$ cat src/rtl/vm_pkg.sv
// Types and constants shared by the vending-machine controller and the change dispenser.
package vm_pkg;

  typedef enum logic [2:0] {IDLE, FEED, GAP, FIN, JAM} disp_state_t;

  localparam int COIN_MAX_DEF = 4;

  typedef logic [2:0] change_t;

  function automatic change_t clamp_change(change_t c, int lim);
    return (int'(c) > lim) ? change_t'(lim) : c;
  endfunction

endpackage

$ cat src/rtl/disp_timer.sv
// Loadable down-counter with a zero flag; saturates at zero instead of wrapping.
module disp_timer #(
  parameter int W = 2
) (
  input  logic         clk,
  input  logic         rst_n,
  input  logic         load,
  input  logic         dec,
  input  logic [W-1:0] load_val,
  output logic         zero
);

  logic [W-1:0] cnt_q, cnt_d;

  always_comb begin
    cnt_d = cnt_q;
    if (load)
      cnt_d = load_val;
    else if (dec && (cnt_q != '0))
      cnt_d = cnt_q - W'(1);
  end

  always_ff @(posedge clk) begin
    if (!rst_n) cnt_q <= '0;
    else        cnt_q <= cnt_d;
  end

  assign zero = (cnt_q == '0);

endmodule

$ cat src/rtl/change_dispenser.sv
// Coin-hopper payout sequencer. Define CHANGE_DISP_TIMEOUT_EN to enable the
// FEED timeout and the JAM state; without it FEED waits for coin_sense forever.
//
// state | meaning
// IDLE  | waiting for req
// FEED  | solenoid driven, waiting for coin_sense
// GAP   | solenoid released for GAP_W cycles between coins
// FIN   | one-cycle done pulse
// JAM   | hopper timed out, waiting for clr
module change_dispenser
  import vm_pkg::*;
#(
  parameter int GAP_W    = 2,
  parameter int TIMEOUT  = 16,
  parameter int COIN_MAX = COIN_MAX_DEF
) (
  input  logic       clk,
  input  logic       rst_n,
  input  logic       req,
  input  logic [2:0] change,
  input  logic       coin_sense,
  input  logic       clr,
  output logic       coin_out,
  output logic       busy,
  output logic       done,
  output logic       jam,
  output logic [2:0] remaining
);

  localparam int GW = $clog2(GAP_W + 1);

  disp_state_t state_q, state_d;
  change_t     rem_q, rem_d;
  logic        gap_load, gap_dec, gap_zero;
  logic        to_expired;

  assign gap_load = (state_q == FEED) && coin_sense;
  assign gap_dec  = (state_q == GAP);

  disp_timer #(.W(GW)) u_gap_timer (
    .clk      (clk),
    .rst_n    (rst_n),
    .load     (gap_load),
    .dec      (gap_dec),
    .load_val (GW'(GAP_W - 1)),
    .zero     (gap_zero)
  );

`ifdef CHANGE_DISP_TIMEOUT_EN
  localparam int TW = $clog2(TIMEOUT + 1);
  logic to_load, to_dec, to_zero;

  // Reloaded on every entry to FEED so each coin gets a fresh TIMEOUT window.
  assign to_load = ((state_q == IDLE) && req && (change != '0)) ||
                   ((state_q == GAP) && gap_zero && (rem_q != '0));
  assign to_dec  = (state_q == FEED) && !coin_sense;

  disp_timer #(.W(TW)) u_to_timer (
    .clk      (clk),
    .rst_n    (rst_n),
    .load     (to_load),
    .dec      (to_dec),
    .load_val (TW'(TIMEOUT - 1)),
    .zero     (to_zero)
  );

  assign to_expired = to_zero;
`else
  assign to_expired = 1'b0;
`endif

  always_ff @(posedge clk) begin
    if (!rst_n) begin
      state_q <= IDLE;
      rem_q   <= '0;
    end else begin
      state_q <= state_d;
      rem_q   <= rem_d;
    end
  end

  always_comb begin
    state_d = state_q;
    case (state_q)
      IDLE: if (req) state_d = (change == '0) ? FIN : FEED;
      FEED: begin
        if (coin_sense)      state_d = GAP;
        else if (to_expired) state_d = JAM;
      end
      GAP:  if (gap_zero) state_d = (rem_q == '0) ? FIN : FEED;
      FIN:  state_d = IDLE;
      JAM:  if (clr) state_d = IDLE;
      default: state_d = IDLE;
    endcase
  end

  always_comb begin
    rem_d = rem_q;
    if ((state_q == IDLE) && req && (change != '0))
      rem_d = clamp_change(change, COIN_MAX);
    else if ((state_q == FEED) && coin_sense && (rem_q != '0))
      rem_d = rem_q - 3'd1;
    else if ((state_q == JAM) && clr)
      rem_d = '0;
  end

  always_comb begin
    coin_out  = (state_q == FEED);
    busy      = (state_q == FEED) || (state_q == GAP) || (state_q == JAM);
    done      = (state_q == FIN);
`ifdef CHANGE_DISP_TIMEOUT_EN
    jam       = (state_q == JAM);
`else
    jam       = 1'b0;
`endif
    remaining = rem_q;
  end

endmodule

$ cat config.mk
export PLATFORM = sky130hd
export DESIGN_NAME = change_dispenser
export DESIGN_NICKNAME = d
export VERILOG_FILES = /design/src/rtl/vm_pkg.sv /design/src/rtl/disp_timer.sv /design/src/rtl/change_dispenser.sv
export SDC_FILE = /design/constraint.sdc
export NUM_CORES = 1
export LEC_CHECK = 0
export ABC_AREA = 1
export CELL_PAD_IN_SITES_DETAIL_PLACEMENT = 1
export CELL_PAD_IN_SITES_GLOBAL_PLACEMENT = 1
export CORE_MARGIN = 2
export CORE_UTILIZATION = 35
export DETAILED_ROUTE_END_ITERATION = 8
export GPL_TIMING_DRIVEN = 0
export HOLD_SLACK_MARGIN = 0.03
export PLACE_DENSITY = 0.88
export SYNTH_ARGS = -nofsm -noshare
export SYNTH_HDL_FRONTEND = slang
export SYNTH_SLANG_ARGS = --single-unit
$ cat constraint.sdc
create_clock -name clk -period 2.5 [get_ports clk]
set_input_delay 0.25 -clock clk [delete_from_list [all_inputs] [get_ports clk]]
set_output_delay 0.25 -clock clk [all_outputs]
set_load 0.02 [all_outputs]
After elaboration in Yosys (flattened, before gate mapping)
Cells that the tools add are included.
- add/sub/neg operators: 2
- $mul: 0
- div/mod/pow operators: 0
- magnitude comparators: 1
- equality and inequality tests: 8
- shift-type cells: 0
- multiplexer cells: 13
- bitwise operators: 1
- reductions and logical operators: 19
- operator list (cell ; count):
    3-bit 2-to-1 mux ; 8
    3-bit one-hot mux with 4 select lines ; 1
    3-bit logical NOT ; 3
    3-bit nonzero test ; 3
    2-bit != test, second input constant ; 4
    3-bit by 2-bit equality test with 1-bit output, second input constant ; 2
    1-bit logical AND ; 6
    2-bit 2-to-1 mux ; 2
    4-bit AND reduction ; 1
    2-bit nonzero test ; 2
    3-bit by 1-bit equality test with 1-bit output, second input constant ; 1
    3-bit equality test, second input constant ; 1
    3-bit > comparator, second input constant ; 1
    3-bit by 1-bit subtractor with 3-bit output, second input constant ; 1
    2-bit logical NOT ; 1
    1-bit logical OR ; 2
    1-bit 2-to-1 mux ; 2
    2-bit OR reduction ; 1
    2-bit by 1-bit subtractor with 2-bit output, second input constant ; 1
    1-bit NOT ; 1
- register bits: 8
- latch bits: 0
- bits in writable memories: 0
- ROM bits: 0
- memories: 0

Depth between registers and ports, before layout
- depth after elaboration: 5
- depth in mapped cells: 9

Hierarchy
Synthesis repeated with hierarchy kept, for this count alone.
- cells, all modules: 96
- area total of the unflattened synthesis: 626.9 µm²
- modules (own cells, without submodules) (module ; times used ; cells an instance ; area each (µm²)):
    change_dispenser ; 1 ; 72 ; 490.5
    disp_timer ; 1 ; 24 ; 136.4

Least setup slack after synthesis
No wires, ideal clock.
- path type: flip-flop to flip-flop
- start: register state_q[1]
- end: register rem_q[1] (netlist: remaining[1])
- library setup time: 66 ps
- arrival time: 1206 ps
- data required time: 2434 ps
- setup slack: 1228 ps
- cell stages (with the launch flop): 9
- path buffers: 0
- clock period less this slack: 1272 ps
- cells stage by stage: dfxtp_1 > inv_1 > ha_1 > nand2_2 > clkinv_2 > nand2_4 > o21ai_2 > nand2_1 > a21oi_2
- word-level cells in the longest chain between the ends: 5
- ends and longest elaborated chain (what ; RTL line ; source):
    from (decl) ; change_dispenser.sv:32 ; disp_state_t state_q, state_d;
    from (signal assigned) ; change_dispenser.sv:77 ; state_q <= state_d;
    3-bit by 1-bit equality test with 1-bit output * ; -- ;
    net coin_out ; change_dispenser.sv:23 ; output logic coin_out,
    1-bit logical AND * (2 in series) ; change_dispenser.sv:101 ; else if ((state_q == FEED) && coin_sense && (rem_q != '0))
    3-bit 2-to-1 mux ; change_dispenser.sv:101 ;
    3-bit 2-to-1 mux ; change_dispenser.sv:99 ; if ((state_q == IDLE) && req && (change != '0))
    to (signal assigned) ; change_dispenser.sv:78 ; rem_q <= rem_d;
    to (decl) ; change_dispenser.sv:33 ; change_t rem_q, rem_d;
The timed path passes the listed nets; every way through them passes the cells marked *.
A chain may end at the register's enable or synchronous reset.

Worst setup path in the final report
- start: register state_q[1]
- end: output busy
- word-level cells in the longest chain between the ends: 3
- ends and longest elaborated chain (what ; RTL line ; source):
    3-bit by 1-bit equality test with 1-bit output / 3-bit by 2-bit equality test with 1-bit output (equally long branches) ; change_dispenser.sv:109 ; busy = (state_q == FEED) || (state_q == GAP) || (state_q == JAM);
    1-bit logical OR ; change_dispenser.sv:109 ;
    1-bit logical OR * ; change_dispenser.sv:109 ;
    to (decl) ; change_dispenser.sv:24 ; output logic busy,
Every way passes the cells marked *; elsewhere a longest branch is shown, timed or not.

==> qor.yml <==
outcome: "completed"
vias: 560
crit_path_max_fanout: 5
ys_types: 19
io_pins: 15
syn-cell-area_sq_um: 576.8
final_cell_mix: "19 x nand2_1, 14 x inv_1, 12 x clkdlybuf4s50_1"
syn_nets: 98
htree_levels: 1
regToRegEndpoint: "state_q[0]"
total_power_mw: 0.7364
cp-start-kind: "flip-flop"
core_area_sq_mm: 0.001524
num_rows: 14
cap_viol_max_count: 0
synthTopCellsByArea: "dfxtp_1 24%, ha_1 17%, nand2_1 12%, inv_1 9.1%, nand3_1 6.9%"
cts_tree: "yes"
peakVddDrop_uv: 460.1
synth-seq-area-share: 0.2430
dieHeight_um: 44.60
hold_violations: 0
dp_hpwl_mm: 1.111
avgSynthCellArea_sq_um: 7.034
endpoint_kind: "output port"
grt_max_degree: 7
grt_pass1_vias: 553
grt_use_total: 0.1551
setup_tns_ns: 0
min_to: "u_gap_timer.cnt_q[0]"
fin_cells: 114
min_path_cells: 2
ys_ff_latch: 7
clkTransAtPathRegs_ns: 0.06
synth.largest_area_cell: "dfxtp_1"
antenna_left: 0
clock-sinks: 7
viasPerCell: 4.912
gp_congestion: 0.7481
post-route-period-util: 0.7637
cts_root_buf: "clkbuf_4"
crit_type: "flip-flop to output port"
postCtsSetupRepairBufs: 0
min_path_type: "flip-flop to flip-flop"
synth.top_cell.area_share: 0.2430
regToRegSetupSlack_ns: 1.13
start_util: 0.3785
drive_gt1_frac: 0.2041
dp_cells: 110
die_w_um: 44.60
drv_slew: 0
powerDensity_mw_per_mm2: 990.8
fin_worst_skew_ns: 0.003960
drtIter0Drc: 14
num_antenna_cells: 0
fmax_mhz: 523.8
arrival_ns: 1.66
min_from: "u_gap_timer.cnt_q[0]"
placed_cell_area_sq_um: 716.9
cts_resized: 0
setup-violations-final: 0
nets: 115
cts_hold_buf: 0
r2r_cells: 7
grt_first_pass_wirelength_mm: 2.228
area_delta_synth_final_pct: 28.85
route.detailed.drc: 0
stdcell_area_sq_um: 743.2
avgRoutedWirePerCell_um: 11.59
grt_overflow: 0
antenna_found_initial: 0
cp.required_ns: 2.25
drtPass1Iterations: 3
wl_mm: 1.321
synth_cells: 82
cts.path.max_buffers: 2
portBuffers: 12
fin_crit_ns: 1.909
yosys_warnings: 0
cts_buffers: 3
clk_latency_ns: 0.26
final_common_cell: "nand2_1"
rsz0062_at_grt: "false"
die_area_sq_mm: 0.001989
p_leak_nw: 0.3727
r2r_start: "state_q[0]"
==> cell type report <==
cell class / count / area, sq um
Timing Repair Buffer: 12 / 120.1
Multi-Input combinational cell: 57 / 364.1
Inverter: 17 / 65.06
Tap cell: 16 / 20.02
Fill cell: 201 / 780.7
Sequential cell: 7 / 140.1
Buffer: 1 / 7.507
Clock buffer: 4 / 26.28
==> metrics by stage <==
step / utilization / setup WS (ns) / hold slack (ns)
global placement: 0.4704 / 0.9171 / 0.4538
CTS: 0.4877 / 0.5814 / 0.4697
floorplan: - / 1.228 / 0.4091
detailed placement: 0.4704 / 0.8617 / 0.4604
global route: 0.4877 / 0.5279 / 0.4973
finish: 0.4877 / 0.5907 / 0.4654
==> Yosys cell counts <==
master / n
nand2_1: 19
inv_1: 14
ha_1: 8
nand3_1: 8
dfxtp_1: 7
a21oi_1: 6
a21oi_2: 3
nand2_2: 3
inv_2: 2
nand2_4: 2
nor2_2: 2
buf_4: 1
clkinv_2: 1
conb_1: 1
nand3_2: 1
nand4_1: 1
o211ai_1: 1
o21ai_2: 1
or2_2: 1
==> routing by layer <==
| layer | up-vias | global-route usage | part of all wire |
|---|---|---|---|
| li1 | 285 | - | - |
| met1 | 259 | 0.1760 | 0.45 |
| met2 | 11 | 0.2783 | 0.50 |
| met3 | 5 | 0.01224 | 0.030 |
| met4 | 0 | 0.09091 | 0.020 |
| met5 | - | 0 | 0 |
==> worst max-delay path by stage <==
stage | start | cells past startpoint | end | slack (ns)
floorplan | state_q[1] | 8 | remaining[1] | 1.23
finish | state_q[1] | 3 | busy | 0.59
global route | state_q[1] | 3 | busy | 0.53
global placement | state_q[1] | 3 | busy | 0.92
detailed placement | state_q[0] | 3 | busy | 0.86
CTS | state_q[1] | 3 | busy | 0.58
==> flip-flops by register name, summed over array words and instances (netlist names) <==
| name | flops |
|---|---|
| remaining | 3 |
| state_q | 2 |
| u_gap_timer.cnt_q | 2 |
==> logic make-up after synthesis <==
group / after synthesis / share of synthesized area
AO/OA/AOI/OAI: 11 / 0.1258
adder cells (fa/ha/maj): 8 / 0.1735
other: 1 / 0.006501
buffers and inverters: 18 / 0.1258
AND/OR/NAND/NOR: 37 / 0.3254
flip-flops: 7 / 0.2429
==> worst max-delay path, cell delays in order (launching register included) <==
cell,delay (ns)
dfxtp_1,0.42
inv_1,0.10
ha_1,0.29
clkdlybuf4s50_1,0.60
==> where the power goes <==
| group | internal (mW) | switching (mW) |
|---|---|---|
| Combinational | 0.189 | 0.253 |
| Clock | 0.0617 | 0.0529 |
| Sequential | 0.144 | 0.0352 |
| Total | 0.395 | 0.341 |
No activity file was read; power rests on OpenSTA's default activity.
